### config.mk
export PLATFORM = sky130hd
export DESIGN_NAME = requant_uint8
export DESIGN_NICKNAME = d
export VERILOG_FILES = /design/src/rtl/requant_uint8.sv
export SDC_FILE = /design/constraint.sdc
export NUM_CORES = 2
export LEC_CHECK = 0
export ABC_AREA = 1
export BUFFER_PORTS_ARGS = -buffer_cell sky130_fd_sc_hd__buf_2
export CAP_MARGIN = 30
export CORE_AREA = 3 3 318 320
export DETAILED_ROUTE_END_ITERATION = 10
export DIE_AREA = 0 0 321 323
export GPL_TIMING_DRIVEN = 0
export REMOVE_ABC_BUFFERS = 1
export SLEW_MARGIN = 30
export SYNTH_ARGS = -nofsm -noshare
export SYNTH_HDL_FRONTEND = slang
export SYNTH_SLANG_ARGS = --single-unit
### constraint.sdc
create_clock -name clock -period 9.29 [get_ports clock]
set_clock_uncertainty 0.1 [all_clocks]
set_input_delay 0.4645 -clock clock [delete_from_list [all_inputs] [get_ports clock]]
set_output_delay 0.4645 -clock clock [all_outputs]
set_load 0.01 [all_outputs]
### src/rtl/requant_uint8.sv
// Requantizes 32-bit MAC accumulators to uint8: bias add, scale, arithmetic shift, ReLU/saturate,
// then a small output FIFO guarded by credits. Define REQUANT_ROUNDING_EN for round-half-up shifting.
module requant_uint8 #(
    parameter int FIFO_DEPTH = 4
) (
    input  logic                            clock,
    input  logic                            reset,
    input  logic [31:0]                     acc_in,
    input  logic                            acc_valid,
    output logic                            acc_ready,
    input  logic [31:0]                     bias,
    input  logic [15:0]                     scale,
    input  logic [5:0]                      shift,
    output logic [7:0]                      out_data,
    output logic                            out_valid,
    input  logic                            out_ready,
    output logic [$clog2(FIFO_DEPTH):0]     fifo_count,
    output logic [15:0]                     sat_count,
    input  logic                            sat_clear
);
    localparam int AW = $clog2(FIFO_DEPTH);
    localparam int CW = AW + 1;

    // Stage 1: biased sum plus the per-transfer scale/shift that travel with it
    logic               s1_valid_reg;
    logic signed [33:0] s1_sum_reg;
    logic [15:0]        s1_scale_reg;
    logic [5:0]         s1_shift_reg;
    // Stage 2: exact product
    logic               s2_valid_reg;
    logic signed [49:0] s2_prod_reg;
    logic [5:0]         s2_shift_reg;
    // Stage 3: clamped byte ready for the FIFO
    logic               s3_valid_reg;
    logic [7:0]         s3_data_reg;
    logic               s3_sat_reg;

    logic               accept;
    logic signed [33:0] sum_next;
    logic [5:0]         shift_clamped;
    logic signed [50:0] prod_full;
    logic [50:0]        round_add;
    logic signed [50:0] rounded;
    logic signed [50:0] shifted;
    logic [7:0]         data_next;
    logic               sat_next;

    logic [7:0]    mem [FIFO_DEPTH];
    logic [AW-1:0] wr_ptr_reg;
    logic [AW-1:0] rd_ptr_reg;
    logic [CW-1:0] count_reg;
    logic [CW-1:0] count_next;
    logic [15:0]   sat_reg;
    logic          push;
    logic          pop;
    logic [CW+1:0] credit_used;

    assign accept        = acc_valid && acc_ready;
    assign sum_next      = $signed({2'b00, acc_in}) + $signed({{2{bias[31]}}, bias});
    assign shift_clamped = (shift > 6'd47) ? 6'd47 : shift;
    assign prod_full     = s1_sum_reg * $signed({1'b0, s1_scale_reg});

    always_ff @(posedge clock) begin
        if (reset) begin
            s1_valid_reg <= 1'b0;
            s2_valid_reg <= 1'b0;
            s3_valid_reg <= 1'b0;
        end else begin
            s1_valid_reg <= accept;
            s2_valid_reg <= s1_valid_reg;
            s3_valid_reg <= s2_valid_reg;
        end
    end

    always_ff @(posedge clock) begin
        if (accept) begin
            s1_sum_reg   <= sum_next;
            s1_scale_reg <= scale;
            s1_shift_reg <= shift_clamped;
        end
        s2_prod_reg  <= prod_full[49:0];
        s2_shift_reg <= s1_shift_reg;
        s3_data_reg  <= data_next;
        s3_sat_reg   <= sat_next;
    end

    always_comb begin
        round_add = '0;
`ifdef REQUANT_ROUNDING_EN
        if (s2_shift_reg != 6'd0) begin
            round_add = 51'd1 << (s2_shift_reg - 6'd1);
        end
`endif
        rounded   = $signed({s2_prod_reg[49], s2_prod_reg}) + $signed(round_add);
        shifted   = rounded >>> s2_shift_reg;
        data_next = shifted[7:0];
        sat_next  = 1'b0;
        if (shifted[50]) begin
            data_next = 8'd0;
            sat_next  = 1'b1;
        end else if (|shifted[49:8]) begin
            data_next = 8'd255;
            sat_next  = 1'b1;
        end
    end

    // Credits count FIFO entries plus results still in the pipe, so a push never finds the FIFO full
    assign credit_used = {2'b00, count_reg}
                       + (CW+2)'(s1_valid_reg) + (CW+2)'(s2_valid_reg) + (CW+2)'(s3_valid_reg);
    assign acc_ready   = !reset && (credit_used < (CW+2)'(FIFO_DEPTH));

    assign push       = s3_valid_reg;
    assign out_valid  = (count_reg != '0);
    assign pop        = out_valid && out_ready;
    assign out_data   = out_valid ? mem[rd_ptr_reg] : 8'd0;
    assign fifo_count = count_reg;
    assign sat_count  = sat_reg;

    always_comb begin
        count_next = count_reg;
        case ({push, pop})
            2'b10:   count_next = count_reg + CW'(1);
            2'b01:   count_next = count_reg - CW'(1);
            default: count_next = count_reg;
        endcase
    end

    always_ff @(posedge clock) begin
        if (push) begin
            mem[wr_ptr_reg] <= s3_data_reg;
        end
    end

    always_ff @(posedge clock) begin
        if (reset) begin
            wr_ptr_reg <= '0;
            rd_ptr_reg <= '0;
            count_reg  <= '0;
        end else begin
            if (push) wr_ptr_reg <= wr_ptr_reg + AW'(1);
            if (pop)  rd_ptr_reg <= rd_ptr_reg + AW'(1);
            count_reg <= count_next;
        end
    end

    always_ff @(posedge clock) begin
        if (reset || sat_clear) begin
            sat_reg <= 16'd0;
        end else if (push && s3_sat_reg && (sat_reg != 16'hFFFF)) begin
            sat_reg <= sat_reg + 16'd1;
        end
    end
endmodule
# ---- Word level (Yosys, flattened, before mapping)
# Memories as Yosys holds them, arrays and structs flattened. A register that Yosys moved wholly into a read port is not among the register bits.
# Cells that the tools add are included.
# Widths: inputs -> output; s select.
dict set report totals {
  ramBits 32
  inputBits 91
  memories 1
  register_bits 147
}
dict set report op_classes {
  n_addsub 9
  n_lt_le_gt_ge 2
  n_reduce_logical 10
  eq_ne 3
  n_shift 1
  n_mux 8
  n_mul 1
}
# memory depth word_bits rd rd_ports_with_merged_regs write_ports line_no
set memory_table {}
lappend memory_table {mem 4 8 1 1 1 48} ;# logic [7:0] mem [FIFO_DEPTH];
# cell count
set op_table {}
lappend op_table {{$sshr 50x6->51} 1}
lappend op_table {{$mul 34x17->50} 1}
lappend op_table {{$reduce_or 42->1} 1}
lappend op_table {{$add 33x32->34} 1}
lappend op_table {{$add 16x1->16 const B} 1}
lappend op_table {{$mux 8} 2}
lappend op_table {{$ne 16x16->1 const B} 1}
lappend op_table {{$gt 6x6->1 const B} 1}
lappend op_table {{$pmux 3 s2} 1}
lappend op_table {{$add 4x1->5} 1}
lappend op_table {{$add 5x1->5} 1}
lappend op_table {{$logic_and 1x1->1} 5}
lappend op_table {{$lt 5x3->1 const B} 1}
lappend op_table {{$add 2x1->2 const B} 2}
lappend op_table {{$add 3x1->4} 1}
lappend op_table {{$mux 2} 2}
lappend op_table {{$add 3x1->3 const B} 1}
lappend op_table {{$mux 1} 3}
lappend op_table {{$reduce_bool 3->1} 1}
lappend op_table {{$sub 3x1->3 const B} 1}
lappend op_table {{$eq 2x1->1 const B} 1}
lappend op_table {{$eq 2x2->1 const B} 1}
lappend op_table {{$reduce_bool 2->1} 1}
lappend op_table {{$logic_not 1->1} 1}
lappend op_table {{$logic_or 1x1->1} 1}

# ---- Longest topological paths before layout
dict set report logic_depth {
  ltp_word 6
  depth_mapped 29
}

# ---- Least setup slack after synthesis
# Ideal clock, no wire load.
dict set report synth_path {
  kind {reg2reg}
  startpoint {register count_reg[0] (netlist: fifo_count[0])}
  endpoint {register s1_scale_reg[0], enable pin}
  setup_slack_ns 3.237
  path_buffers 0
  period_less_slack_ns 6.053
  t_required_ns 8.640
  stages_incl_launch_ff 8
  t_arrival_ns 5.403
  cell_sequence {dfxtp_1 inv_1 fa_1 inv_1 ha_1 nand2_1 nor2_1 nor3b_1}
}
dict set report synth_via {
  elab_chain_cells 6
}
# element line_no
set synth_lines {}
lappend synth_lines {{from (decl)} 51} ;# logic [CW-1:0] count_reg;
lappend synth_lines {{from (signal assigned)} 142} ;# count_reg <= count_next;
lappend synth_lines {{$add 3x1->4} 109} ;# + (CW+2)'(s1_valid_reg) + (CW+2)'(s2_valid_reg) + (CW+2)'(s3_valid_reg);
lappend synth_lines {{$add 4x1->5} 109}
lappend synth_lines {{$add 5x1->5} 109}
lappend synth_lines {{$lt 5x3->1} 110} ;# assign acc_ready = !reset && (credit_used < (CW+2)'(FIFO_DEPTH));
lappend synth_lines {{$logic_and 1x1->1} 110}
lappend synth_lines {{$logic_and 1x1->1} 58} ;# assign accept = acc_valid && acc_ready;
lappend synth_lines {{via accept} 38} ;# logic accept;
lappend synth_lines {{to (signal assigned)} 78} ;# s1_scale_reg <= scale;
lappend synth_lines {{to (decl)} 27} ;# logic [15:0] s1_scale_reg;
# The timed path passes the listed nets, and every way through them passes these cells.
# A chain may end at the register's enable or synchronous reset.

# ---- Worst setup path after layout
dict set report layout_path {
  startpoint {register s1_scale_reg[8]}
  endpoint {register s2_prod_reg[46]}
}
dict set report layout_via {
  elab_chain_cells 1
}
# element line_no
set layout_lines {}
lappend layout_lines {{$mul 34x17->50} 61} ;# assign prod_full = s1_sum_reg * $signed({1'b0, s1_scale_reg});
lappend layout_lines {{via prod_full[46]} 41} ;# logic signed [50:0] prod_full;
lappend layout_lines {{to (signal assigned)} 81} ;# s2_prod_reg <= prod_full[49:0];
lappend layout_lines {{to (decl)} 31} ;# logic signed [49:0] s2_prod_reg;
# The timed path passes the listed nets, and every way through them passes these cells.

==> results.sh <==
export IMPL_grt_pass1_wl_mm=126
export IMPL_drtIter0Drc=1368
export IMPL_start_kind="register"
export IMPL_final_period_utilization_pct=72.8
export IMPL_grt_max_degree=54
export IMPL_top_layer_used="met4"
export IMPL_async_flop_share_pct=0
export IMPL_maxCapViolCount=0
export IMPL_wl_per_cell_um=14.7
export IMPL_finalNetCount=4592
export IMPL_avgViaCountPerCell=4.57
export IMPL_path_class="register to register"
export IMPL_totalWireLength_mm=75.2
export IMPL_period_needed_ns=6.76
export IMPL_die_area_um2=104000
export IMPL_hp_class="primary input to register"
export IMPL_max_freq_mhz=148
export IMPL_cts_resized_gates=0
export IMPL_crit_chain="buf_8, buf_8, nand2_1, fa_1, inv_1, fa_1, fa_1, fa_1, fa_1, inv_1, fa_1, inv_1, ha_1, nand2_1, nor2_1, inv_1, nor4_1, nand3_1, nand3_1, a21oi_1, xor2_1"
export IMPL_yosysSeqAreaShare_pct=15.3
export IMPL_antenna_found_initial=1
export IMPL_die_h_um=323
export IMPL_crit_path_max_fanout=13
export IMPL_yosys_area_top_type="fa_1"
export IMPL_die_w_um=321
export IMPL_cpLargestDelayFamily="adder cells"
export IMPL_path_buf_inv=6
export IMPL_slew_viol_final=0
export IMPL_avgSynthCellArea_um2=7.73
export IMPL_grt_usage_pct=15.1
export IMPL_cts_made_buffers=17
export IMPL_seqCellArea_um2=4510
export IMPL_finalSetupTns_ns=0
export IMPL_dpl_hpwl_mm=61.4
export IMPL_clk_pin_slew_worst_paths_ns=0.07
export IMPL_cp_required_ns=9.56
export IMPL_synthCells=3822
export IMPL_critPathMostFrequentCell="fa_1"
export IMPL_num_antenna_cells=0
export IMPL_max_slew_margin_pct=40.1
export IMPL_wl_met1_mm=33.2
export IMPL_synthTopCellsByCount="nand2_1 (982), inv_1 (938), fa_1 (515), nand3_1 (214), nor2_1 (167)"
export IMPL_post_route_drc_count=0
export IMPL_max_stage_delay_ns=0.72
export IMPL_yosys_register_bits=181
export IMPL_status="finished, final reports clean"
export IMPL_drt_pass1_iterations=5
export IMPL_rsz0062_at_grt="false"
export IMPL_wl_met3_mm=4.63
export IMPL_multi_input_area_um2=20700
export IMPL_drive_above_1_share_pct=6.22
export IMPL_crit_slowest_cell="edfxtp_1"
export IMPL_core_area_um2=98400
export IMPL_cts_tree="done"
export IMPL_num_rows=115
export IMPL_clockRootBuffer="clkbuf_16"
export IMPL_vias=23429
export IMPL_clockBufferDepth=2
export IMPL_setup_viol=0
export IMPL_met2WireLength_mm=35.6
export IMPL_fill_cells=10584
export IMPL_htreeDepth=4
export IMPL_hold_viol_final=0
export IMPL_grt_ovfl_total=0
export IMPL_numPortBuffers=119
export IMPL_synthDominantCellAreaShare_pct=34.9
export IMPL_largest_reg_flops=50
export IMPL_yosysWarnings=0
export IMPL_synth_ff_type="dfxtp_1"
export IMPL_ant_nets=0
export IMPL_post_cts_buffers=0
export IMPL_cts_sinks=181
export IMPL_tightest_slew_ns=0.898
export IMPL_worst_ep_arrival_time_ns=7.03
export IMPL_synth_edf_count=88
export IMPL_floorplan_initialDensity_pct=30.0
export IMPL_synth_area_leaders="fa_1 (35%), nand2_1 (12%), inv_1 (12%), edfxtp_1 (8.9%), ha_1 (6.7%)"
export IMPL_clk_insertion_delay_late_ns=0.51
export IMPL_synth_cell_types=51
export IMPL_synthMostInstantiatedCell="nand2_1"
export IMPL_end_kind="register"
export IMPL_synth_cell_area_um2=29500
export IMPL_gp_congestion=0.875
export IMPL_first_global_vias=24742
export IMPL_area_delta_synth_final_pct=9.10
export IMPL_boundaryPins=120
-- layout make-up --
class / count / area share [%]
flip-flops and latches: 181 / 14.0
multi-input cells: 2518 / 64.4
clock inverters: 14 / 0.555
clock buffers: 18 / 1.36
well taps: 1287 / 5.00
repair buffers: 167 / 3.74
inverters: 943 / 11.0
-- cell usage in the layout (no fill, tap or decap), drive strengths merged, types with 14 or more instances in the layout --
| cell type | instances |
|---|---|
| nor2 | 167 |
| nand3 | 218 |
| nor3 | 21 |
| a31oi | 26 |
| clkbuf | 18 |
| fa | 515 |
| o211ai | 14 |
| inv | 949 |
| ha | 158 |
| edfxtp | 88 |
| o21ai | 109 |
| xor2 | 52 |
| buf | 165 |
| xnor2 | 36 |
| dfxtp | 93 |
| a21oi | 135 |
| nand2 | 999 |
-- kinds of logic after synthesis --
group	share of synthesized area (%)
flip-flops	15.3
XOR/XNOR	2.61
multiplexers	0.169
adder cells (fa/ha/maj)	41.6
AND/OR/NAND/NOR	19.6
AO/OA/AOI/OAI	6.23
buffers and inverters	14.6
-- per-stage QoR --
| step | area (um2) | std cells | util [%] | setup slack (ns) | hold slack, ns |
|---|---|---|---|---|---|
| finish | 32200 | 5128 | 32.7 | 2.53 | 0.0426 |
| global route | 32200 | 5128 | 32.7 | 2.27 | 0.0157 |
| CTS | 32200 | 5128 | 32.7 | 2.52 | 0.00127 |
| detailed placement | 31600 | 5094 | 32.1 | 2.55 | 0.234 |
| global placement | 31000 | 5048 | 31.5 | 0.276 | 0.232 |
| floorplan | 28800 | 3642 | - | 3.24 | 0.223 |
-- worst paths after layout --
check	start	to	slack, ns	cells past startpoint
setup / recovery	s1_scale_reg[8]	s2_prod_reg[46]	2.53	21
hold / removal	scale[8]	s1_scale_reg[8]	0.04	1
setup reg to reg	s1_scale_reg[8]	s2_prod_reg[46]	2.53	21
hold reg to reg	s1_shift_reg[3]	s2_shift_reg[3]	0.24	0
-- layer usage --
layer	global-route usage, %	up-vias
met5	0	-
met1	19.6	11351
li1	-	11327
met4	4.21	0
met3	2.77	112
met2	25.7	639
-- what timing repair did --
| item | 4_1_cts | 5_1_grt |
|---|---|---|
| setup endpoints to repair | 0 | 0 |
| hold buffers | 2 | 0 |
| hold endpoints to repair | 2 | 0 |
Power is not shown: default switching activity piles up to over one toggle a cycle in this logic, so the estimate is an artifact.
